<file path="src/rtl/vec_csr_regfile_pkg.sv">
// Shared definitions for the vector configuration CSR block: vtype field layout,
// vlmul/vsew encodings and the control FSM states.
package vec_csr_regfile_pkg;

    localparam int unsigned VlmulLsb    = 0;
    localparam int unsigned VsewLsb     = 3;
    localparam int unsigned VtaBit      = 6;
    localparam int unsigned VmaBit      = 7;
    localparam int unsigned VtypeResLsb = 8;

    typedef enum logic [2:0] {
        Lmul1    = 3'd0,
        Lmul2    = 3'd1,
        Lmul4    = 3'd2,
        Lmul8    = 3'd3,
        LmulRsvd = 3'd4,
        LmulF8   = 3'd5,
        LmulF4   = 3'd6,
        LmulF2   = 3'd7
    } vlmul_e;

    typedef enum logic [2:0] {
        Sew8  = 3'd0,
        Sew16 = 3'd1,
        Sew32 = 3'd2,
        Sew64 = 3'd3
    } vsew_e;

    typedef enum logic [1:0] {
        StIdle,
        StCalc,
        StResp
    } state_e;

endpackage

</file>
<file path="src/rtl/vec_csr_regfile_if.sv">
// Configuration request / response handshake bundle for vec_csr_regfile.
interface vec_csr_regfile_if #(
    parameter int unsigned XLEN = 32
);
    logic            cfg_valid;
    logic            cfg_ready;
    logic            csrwr_en;
    logic            vl_sel;
    logic            vtype_sel;
    logic            rs1rd_de;
    logic [XLEN-1:0] rs1_data;
    logic [XLEN-1:0] rs2_data;
    logic [4:0]      uimm;
    logic [10:0]     zimm;
    logic            resp_valid;
    logic            resp_ready;
    logic [XLEN-1:0] resp_data;

    modport master (
        output cfg_valid, csrwr_en, vl_sel, vtype_sel, rs1rd_de, rs1_data, rs2_data,
               uimm, zimm, resp_ready,
        input  cfg_ready, resp_valid, resp_data
    );

    modport slave (
        input  cfg_valid, csrwr_en, vl_sel, vtype_sel, rs1rd_de, rs1_data, rs2_data,
               uimm, zimm, resp_ready,
        output cfg_ready, resp_valid, resp_data
    );
endinterface

</file>
<file path="src/rtl/vec_csr_regfile_vlmax_calc.sv">
// Combinational VLMAX and vtype legality evaluation; VLMAX derived with shifts only.
module vec_vlmax_calc
    import vec_csr_regfile_pkg::*;
#(
    parameter int unsigned XLEN = 32,
    parameter int unsigned VLEN = 512,
    parameter int unsigned ELEN = 64
) (
    input  logic [XLEN-1:0] vtype,
    output logic [XLEN-1:0] vlmax,
    output logic            illegal
);
    logic [2:0]      vlmul;
    logic [2:0]      vsew;
    logic [10:0]     sew;
    logic [XLEN-1:0] base;
    logic [XLEN-1:0] scaled;
    logic            unused_bits;

    assign unused_bits = ^{vtype[XLEN-1], vtype[VmaBit], vtype[VtaBit]};

    always_comb begin
        vlmul = vtype[VlmulLsb +: 3];
        vsew  = vtype[VsewLsb +: 3];
        sew   = 11'd8 << vsew;
        base  = XLEN'(VLEN) >> ({1'b0, vsew} + 4'd3);
        // Fractional LMUL 1/8, 1/4, 1/2 maps to right shifts of 3, 2, 1.
        if (vlmul[2]) begin
            scaled = base >> (3'd4 - {1'b0, vlmul[1:0]});
        end else begin
            scaled = base << vlmul[1:0];
        end
        illegal = (vlmul == LmulRsvd) || (vsew > Sew64) || (32'(sew) > ELEN) ||
                  (|vtype[XLEN-2:VtypeResLsb]) || (scaled == '0);
        vlmax   = illegal ? '0 : scaled;
    end
endmodule

</file>
<file path="src/rtl/vec_csr_regfile.sv">
// Vector configuration CSR file: executes vsetvl/vsetvli/vsetivli and holds vl/vtype.
module vec_csr_regfile
    import vec_csr_regfile_pkg::*;
#(
    parameter int unsigned XLEN = 32,
    parameter int unsigned VLEN = 512,
    parameter int unsigned ELEN = 64
) (
    input  logic            clk,
    input  logic            reset,
    vec_csr_regfile_if.slave bus,
    output logic [XLEN-1:0] vl,
    output logic [XLEN-1:0] vtype,
    output logic            vill,
    output logic [XLEN-1:0] vlmax
);
    state_e state_q, state_d;
    logic   accept;
    logic   commit;

    logic            op_vl_sel_q, op_vtype_sel_q, op_rs1rd_de_q;
    logic [XLEN-1:0] op_rs1_q, op_rs2_q;
    logic [4:0]      op_uimm_q;
    logic [10:0]     op_zimm_q;

    logic [XLEN-1:0] vl_q, vtype_q, vlmax_q, resp_data_q;
    logic            vill_q;

    logic [XLEN-1:0] new_vtype, avl, calc_vlmax, vl_d;
    logic            calc_illegal;

    always_ff @(posedge clk) begin
        if (reset) state_q <= StIdle;
        else       state_q <= state_d;
    end

    always_comb begin
        state_d = state_q;
        case (state_q)
            StIdle:  if (accept) state_d = StCalc;
            StCalc:  state_d = StResp;
            StResp:  if (bus.resp_ready) state_d = StIdle;
            default: state_d = StIdle;
        endcase
    end

    always_comb begin
        bus.cfg_ready  = (state_q == StIdle);
        bus.resp_valid = (state_q == StResp);
        bus.resp_data  = resp_data_q;
        accept         = (state_q == StIdle) && bus.cfg_valid && bus.csrwr_en;
        commit         = (state_q == StCalc);
    end

    always_ff @(posedge clk) begin
        if (accept) begin
            op_vl_sel_q    <= bus.vl_sel;
            op_vtype_sel_q <= bus.vtype_sel;
            op_rs1rd_de_q  <= bus.rs1rd_de;
            op_rs1_q       <= bus.rs1_data;
            op_rs2_q       <= bus.rs2_data;
            op_uimm_q      <= bus.uimm;
            op_zimm_q      <= bus.zimm;
        end
    end

    always_comb begin
        new_vtype = op_vtype_sel_q ? XLEN'(op_zimm_q) : op_rs2_q;
        avl       = op_vl_sel_q ? XLEN'(op_uimm_q) : op_rs1_q;
        if (calc_illegal)       vl_d = '0;
        else if (op_rs1rd_de_q) vl_d = (avl < calc_vlmax) ? avl : calc_vlmax;
        else                    vl_d = vl_q;
    end

    vec_vlmax_calc #(
        .XLEN(XLEN),
        .VLEN(VLEN),
        .ELEN(ELEN)
    ) u_vlmax_calc (
        .vtype  (new_vtype),
        .vlmax  (calc_vlmax),
        .illegal(calc_illegal)
    );

    // Reset wins over a same-cycle commit, so an aborted operation never lands.
    always_ff @(posedge clk) begin
        if (reset) begin
            vl_q        <= '0;
            vtype_q     <= XLEN'(1) << (XLEN - 1);
            vill_q      <= 1'b1;
            vlmax_q     <= '0;
            resp_data_q <= '0;
        end else if (commit) begin
            vl_q        <= vl_d;
            vtype_q     <= calc_illegal ? (XLEN'(1) << (XLEN - 1)) : new_vtype;
            vill_q      <= calc_illegal;
            vlmax_q     <= calc_vlmax;
            resp_data_q <= vl_d;
        end
    end

    assign vl    = vl_q;
    assign vtype = vtype_q;
    assign vill  = vill_q;
    assign vlmax = vlmax_q;
endmodule
</file>
<file path="src/flat_wrapper.sv">
// flat-port wrapper written by rule: the top's interface ports become plain ports
module vec_csr_regfile_flat import vec_csr_regfile_pkg::*;
#(
    parameter int unsigned XLEN = 32,
    parameter int unsigned VLEN = 512,
    parameter int unsigned ELEN = 64
)
  (clk, reset, vl, vtype, vill, vlmax, bus_cfg_valid, bus_csrwr_en, bus_vl_sel, bus_vtype_sel, bus_rs1rd_de, bus_rs1_data, bus_rs2_data, bus_uimm, bus_zimm, bus_resp_ready, bus_cfg_ready, bus_resp_valid, bus_resp_data);
  vec_csr_regfile_if #(.XLEN(XLEN)) bus_i ();
  input  logic clk;
  input  logic reset;
  output logic [XLEN-1:0] vl;
  output logic [XLEN-1:0] vtype;
  output logic vill;
  output logic [XLEN-1:0] vlmax;
  input wire logic [$bits(bus_i.cfg_valid)-1:0] bus_cfg_valid;
  input wire logic [$bits(bus_i.csrwr_en)-1:0] bus_csrwr_en;
  input wire logic [$bits(bus_i.vl_sel)-1:0] bus_vl_sel;
  input wire logic [$bits(bus_i.vtype_sel)-1:0] bus_vtype_sel;
  input wire logic [$bits(bus_i.rs1rd_de)-1:0] bus_rs1rd_de;
  input wire logic [$bits(bus_i.rs1_data)-1:0] bus_rs1_data;
  input wire logic [$bits(bus_i.rs2_data)-1:0] bus_rs2_data;
  input wire logic [$bits(bus_i.uimm)-1:0] bus_uimm;
  input wire logic [$bits(bus_i.zimm)-1:0] bus_zimm;
  input wire logic [$bits(bus_i.resp_ready)-1:0] bus_resp_ready;
  output wire logic [$bits(bus_i.cfg_ready)-1:0] bus_cfg_ready;
  output wire logic [$bits(bus_i.resp_valid)-1:0] bus_resp_valid;
  output wire logic [$bits(bus_i.resp_data)-1:0] bus_resp_data;
  assign bus_i.cfg_valid = bus_cfg_valid;
  assign bus_i.csrwr_en = bus_csrwr_en;
  assign bus_i.vl_sel = bus_vl_sel;
  assign bus_i.vtype_sel = bus_vtype_sel;
  assign bus_i.rs1rd_de = bus_rs1rd_de;
  assign bus_i.rs1_data = bus_rs1_data;
  assign bus_i.rs2_data = bus_rs2_data;
  assign bus_i.uimm = bus_uimm;
  assign bus_i.zimm = bus_zimm;
  assign bus_i.resp_ready = bus_resp_ready;
  assign bus_cfg_ready = bus_i.cfg_ready;
  assign bus_resp_valid = bus_i.resp_valid;
  assign bus_resp_data = bus_i.resp_data;
  vec_csr_regfile #(.XLEN(XLEN), .VLEN(VLEN), .ELEN(ELEN)) u_core (.clk(clk), .reset(reset), .bus(bus_i), .vl(vl), .vtype(vtype), .vill(vill), .vlmax(vlmax));
endmodule
</file>
<file path="config.mk">
export PLATFORM = sky130hd
export DESIGN_NAME = vec_csr_regfile_flat
export DESIGN_NICKNAME = d
export VERILOG_FILES = /design/src/rtl/vec_csr_regfile_pkg.sv /design/src/rtl/vec_csr_regfile_if.sv /design/src/rtl/vec_csr_regfile_vlmax_calc.sv /design/src/rtl/vec_csr_regfile.sv /design/src/flat_wrapper.sv
export SDC_FILE = /design/constraint.sdc
export NUM_CORES = 1
export LEC_CHECK = 0
export BUFFER_PORTS_ARGS = -buffer_cell sky130_fd_sc_hd__buf_2
export CAP_MARGIN = 20
export CORE_MARGIN = 1.5
export CORE_UTILIZATION = 54
export DETAILED_ROUTE_END_ITERATION = 10
export HOLD_SLACK_MARGIN = 0.05
export PLACE_DENSITY_LB_ADDON = 0.3
export SETUP_SLACK_MARGIN = 0.2
export SLEW_MARGIN = 20
export SYNTH_ARGS = -nofsm -noshare
export SYNTH_HDL_FRONTEND = slang
export SYNTH_HIERARCHICAL = 1
export SYNTH_SLANG_ARGS = --single-unit
export TNS_END_PERCENT = 20
</file>
<file path="constraint.sdc">
create_clock -name clk -period 5.55 [get_ports clk]
set_clock_uncertainty 0.2 [all_clocks]
set_input_delay 0.2775 -clock clk [delete_from_list [all_inputs] [get_ports clk]]
set_output_delay 0.2775 -clock clk [all_outputs]
set_load 0.01 [all_outputs]
</file>
==> run metrics <==
outcome=completed; clock sinks=~180; clock-pin slew on the worst setup and hold paths=0.07 ns; f_max=201 MHz; fin crit share=89.5%; Placed Area=9940 um^2; crit-path max FO=22; drt drc=0; Yosys reg bits=182; most common cell after layout, fill and taps aside=buf_2; DR vias=7786; latest clock arrival within the worst-skew pair=approximately 0.43 ns; Seq/Total Area, Yosys=49.5%; total power draw=3080 uW; root buf cell=clkbuf_16; VDD IR max=0.231 mV; Static Leak=between 0.004 and 0.005 uW; DPL Wire Length=14500 um; slowest cell delay on critical path=0.58 ns; crit path time final=4.97 ns; critical path class=reg2reg; RSZ-0062 raised after global routing=no; fin area=11500 um^2; Req. time, crit path=5.72 ns; syn_area_per_cell=9.78 um^2; Critical Path AT=around 5.1 ns; EDFF count, synth=between 80 and 90; DIE AREA=17500 um^2; PD cells=269 nW/um^2; antenna violations before repair=1; # port buffers=218; Cell Rows=47; number of global-route vias before repair=7326; crit path cell chain=buf_4 > mux2_2 > inv_1 > ha_1 > nand2_1 > and4_1 > nand4_1 > buf_4 > nor4_1 > buf_4 > inv_1 > ha_1 > a21oi_1 > o21ai_0 > a21oi_1 > nand2b_1 > buf_4 > nand4_1 > nand3_1; die width=approximately 130 um; commonest cells after routing, fill and taps aside=buf_2 (218), dfxtp_1 (99), dlygate4sd3_1 (84); Core Box Area=16500 um^2; CP most frequent cell=buf_4; main flop type after synthesis=dfxtp_1; fin nets=around 1300; total track usage=27.3%; cell area after synthesis=9050 um^2; Gate Count Post-Synth=925; Distinct cells, synth=59; # IOs=between 200 and 250; P&R area growth vs syn=26.8%; Slew @ Worst Pin=around 1 ns; Pre-Repair DR Iteration Count=5; CTS Buffer Depth=2; first-pass GRT wire length=37500 um; Synth warnings=6; endpoints failing setup=0; CTS tree=done; startpoint class of the critical path=flop; Initial Util=54.9%; setup TNS=0 ns; Overflow after GRT=0; Fin. Hold Viols=0; initial drt markers=between 600 and 700; CTS Buf Count=17; Crit path max-delay family=simple AND/OR/NAND/NOR gates; Final Max Tran Viols=0; ys async rst share=0%; Slowest-stage cell, CP=nand2b_1; WL/cell=around 17 um; setup bufs post-CTS=0; total wire length=24200 um; ANT nets after route=0; vias per inst=~5.6; Die Ht=~130 um; GP Congestion=about 0.85; CP bufs+invs=6; # H-tree levels=4; largest net degree at the start of global routing=slightly below 90; Critical Path Sink Type=flop; slew margin rel.=34.0%; max-cap viol count=0; layout cells sized above 1=between 20% and 30%; Hold Path Class=reg2reg
-- where the power goes --
part / switching [uW] / leakage, uW / internal [uW]
logic: 162 / 0.00280 / 124
clock network: 536 / 0.000314 / 810
registers: 11.3 / 0.00157 / 1440
-- worst paths after layout --
kind / start / end / slack [ns] / depth (start not counted)
setup / recovery: u_core/op_vtype_sel_q / u_core/bus.resp_data[17] / 0.58 / 19
hold / removal: u_core/vlmax[26] / u_core/vlmax[26] / 0.25 / 2
setup reg to reg: u_core/op_vtype_sel_q / u_core/bus.resp_data[17] / 0.58 / 19
hold reg to reg: u_core/vlmax[26] / u_core/vlmax[26] / 0.25 / 2
-- through the flow --
stage / utilization [%] / instances / setup slack (ns) / hold WS [ns]
after floorplan: - / 946 / 1.18 / 0.176
final: 69.7 / 1391 / 0.581 / 0.251
after CTS: 69.4 / 1389 / 0.717 / 0.254
after global placement: 60.4 / 1273 / 0.869 / 0.240
after detailed placement: 60.4 / 1273 / 0.765 / 0.244
after global routing: 69.7 / 1391 / 0.294 / 0.275
-- Yosys cell counts (6+ instances only) --
cell,n,area share [%]
a21oi_1,73,4.0
a22oi_1,11,0.91
a32oi_1,32,3.1
and2_1,27,1.9
buf_2,13,0.72
buf_4,56,4.6
clkbuf_1,52,2.2
dfxtp_1,99,22
edfxtp_1,83,28
ha_1,32,4.4
inv_1,35,1.5
mux2_2,15,1.9
nand2_1,79,3.3
nand2b_1,6,0.41
nand3_1,36,2.0
nand4_1,33,2.3
nor2_1,46,1.9
nor2b_1,53,3.7
nor3b_1,23,1.9
nor4_1,13,0.90
o211ai_1,34,2.8
o21ai_0,10,0.55
or4_1,6,0.50
-- state kept, by name, indices dropped and copies added, names as in the netlist --
register	cells
u_core/bus.resp_data	32
u_core/op_rs1_q	32
u_core/op_rs2_q	32
u_core/vlmax	32
u_core/vtype	32
u_core/op_zimm_q	11
u_core/op_uimm_q	5
u_core/state_q	2
u_core/op_rs1rd_de_q	1
u_core/op_vl_sel_q	1
u_core/op_vtype_sel_q	1
u_core/vill	1
-- tightest hold or removal path, stage by stage, from the launching register on --
cell and delay (ns):
dfxtp_1 0.31, nand2_1 0.05, a21oi_1 0.05
-- area by class of cell --
| type | instances | area (um^2) |
|---|---|---|
| repair buffers | 319 | 2090 |
| inverters | 35 | 131 |
| multi-input cells | 602 | 3840 |
| fillers | 1233 | 5000 |
| diodes | 1 | 2.50 |
| clock buffers | 19 | 433 |
| clock inverters | 13 | 219 |
| well taps | 220 | 275 |
| flip-flops and latches | 182 | 4470 |
-- cells by family (layout without fill, tap and decap cells) --
kind of cell,after synthesis,count (layout),share of synthesized area [%]
DFF,182,182,49.5
xor gates and xnor gates,2,2,0.194
adders and majority gates,32,32,4.43
buffers and inverters,162,386,9.39
and+or+nand+nor,347,347,21.0
AOI/OAI and AO/OA,183,183,13.5
other,1,23,0.0415
muxes,16,16,1.98
-- timing repair --
item / CTS / global route
hold buffers: 84 / 0
hold endpoints to repair: 84 / 0
gates resized for setup: 0 / 0
-- metal layers --
| layer | share of wire (%) | wire length (um) | vias up | GRT usage (%) |
|---|---|---|---|---|
| met2 | 48 | 11600 | 344 | 44.7 |
| met1 | 42 | 10200 | 3659 | 35.3 |
| met4 | 3.6 | 881 | 0 | 12.5 |
| met3 | 6.3 | 1530 | 58 | 5.06 |
| li1 | - | - | 3725 | - |
| met5 | 0 | 0 | - | 0 |
Power figures use the tool's default switching activity.
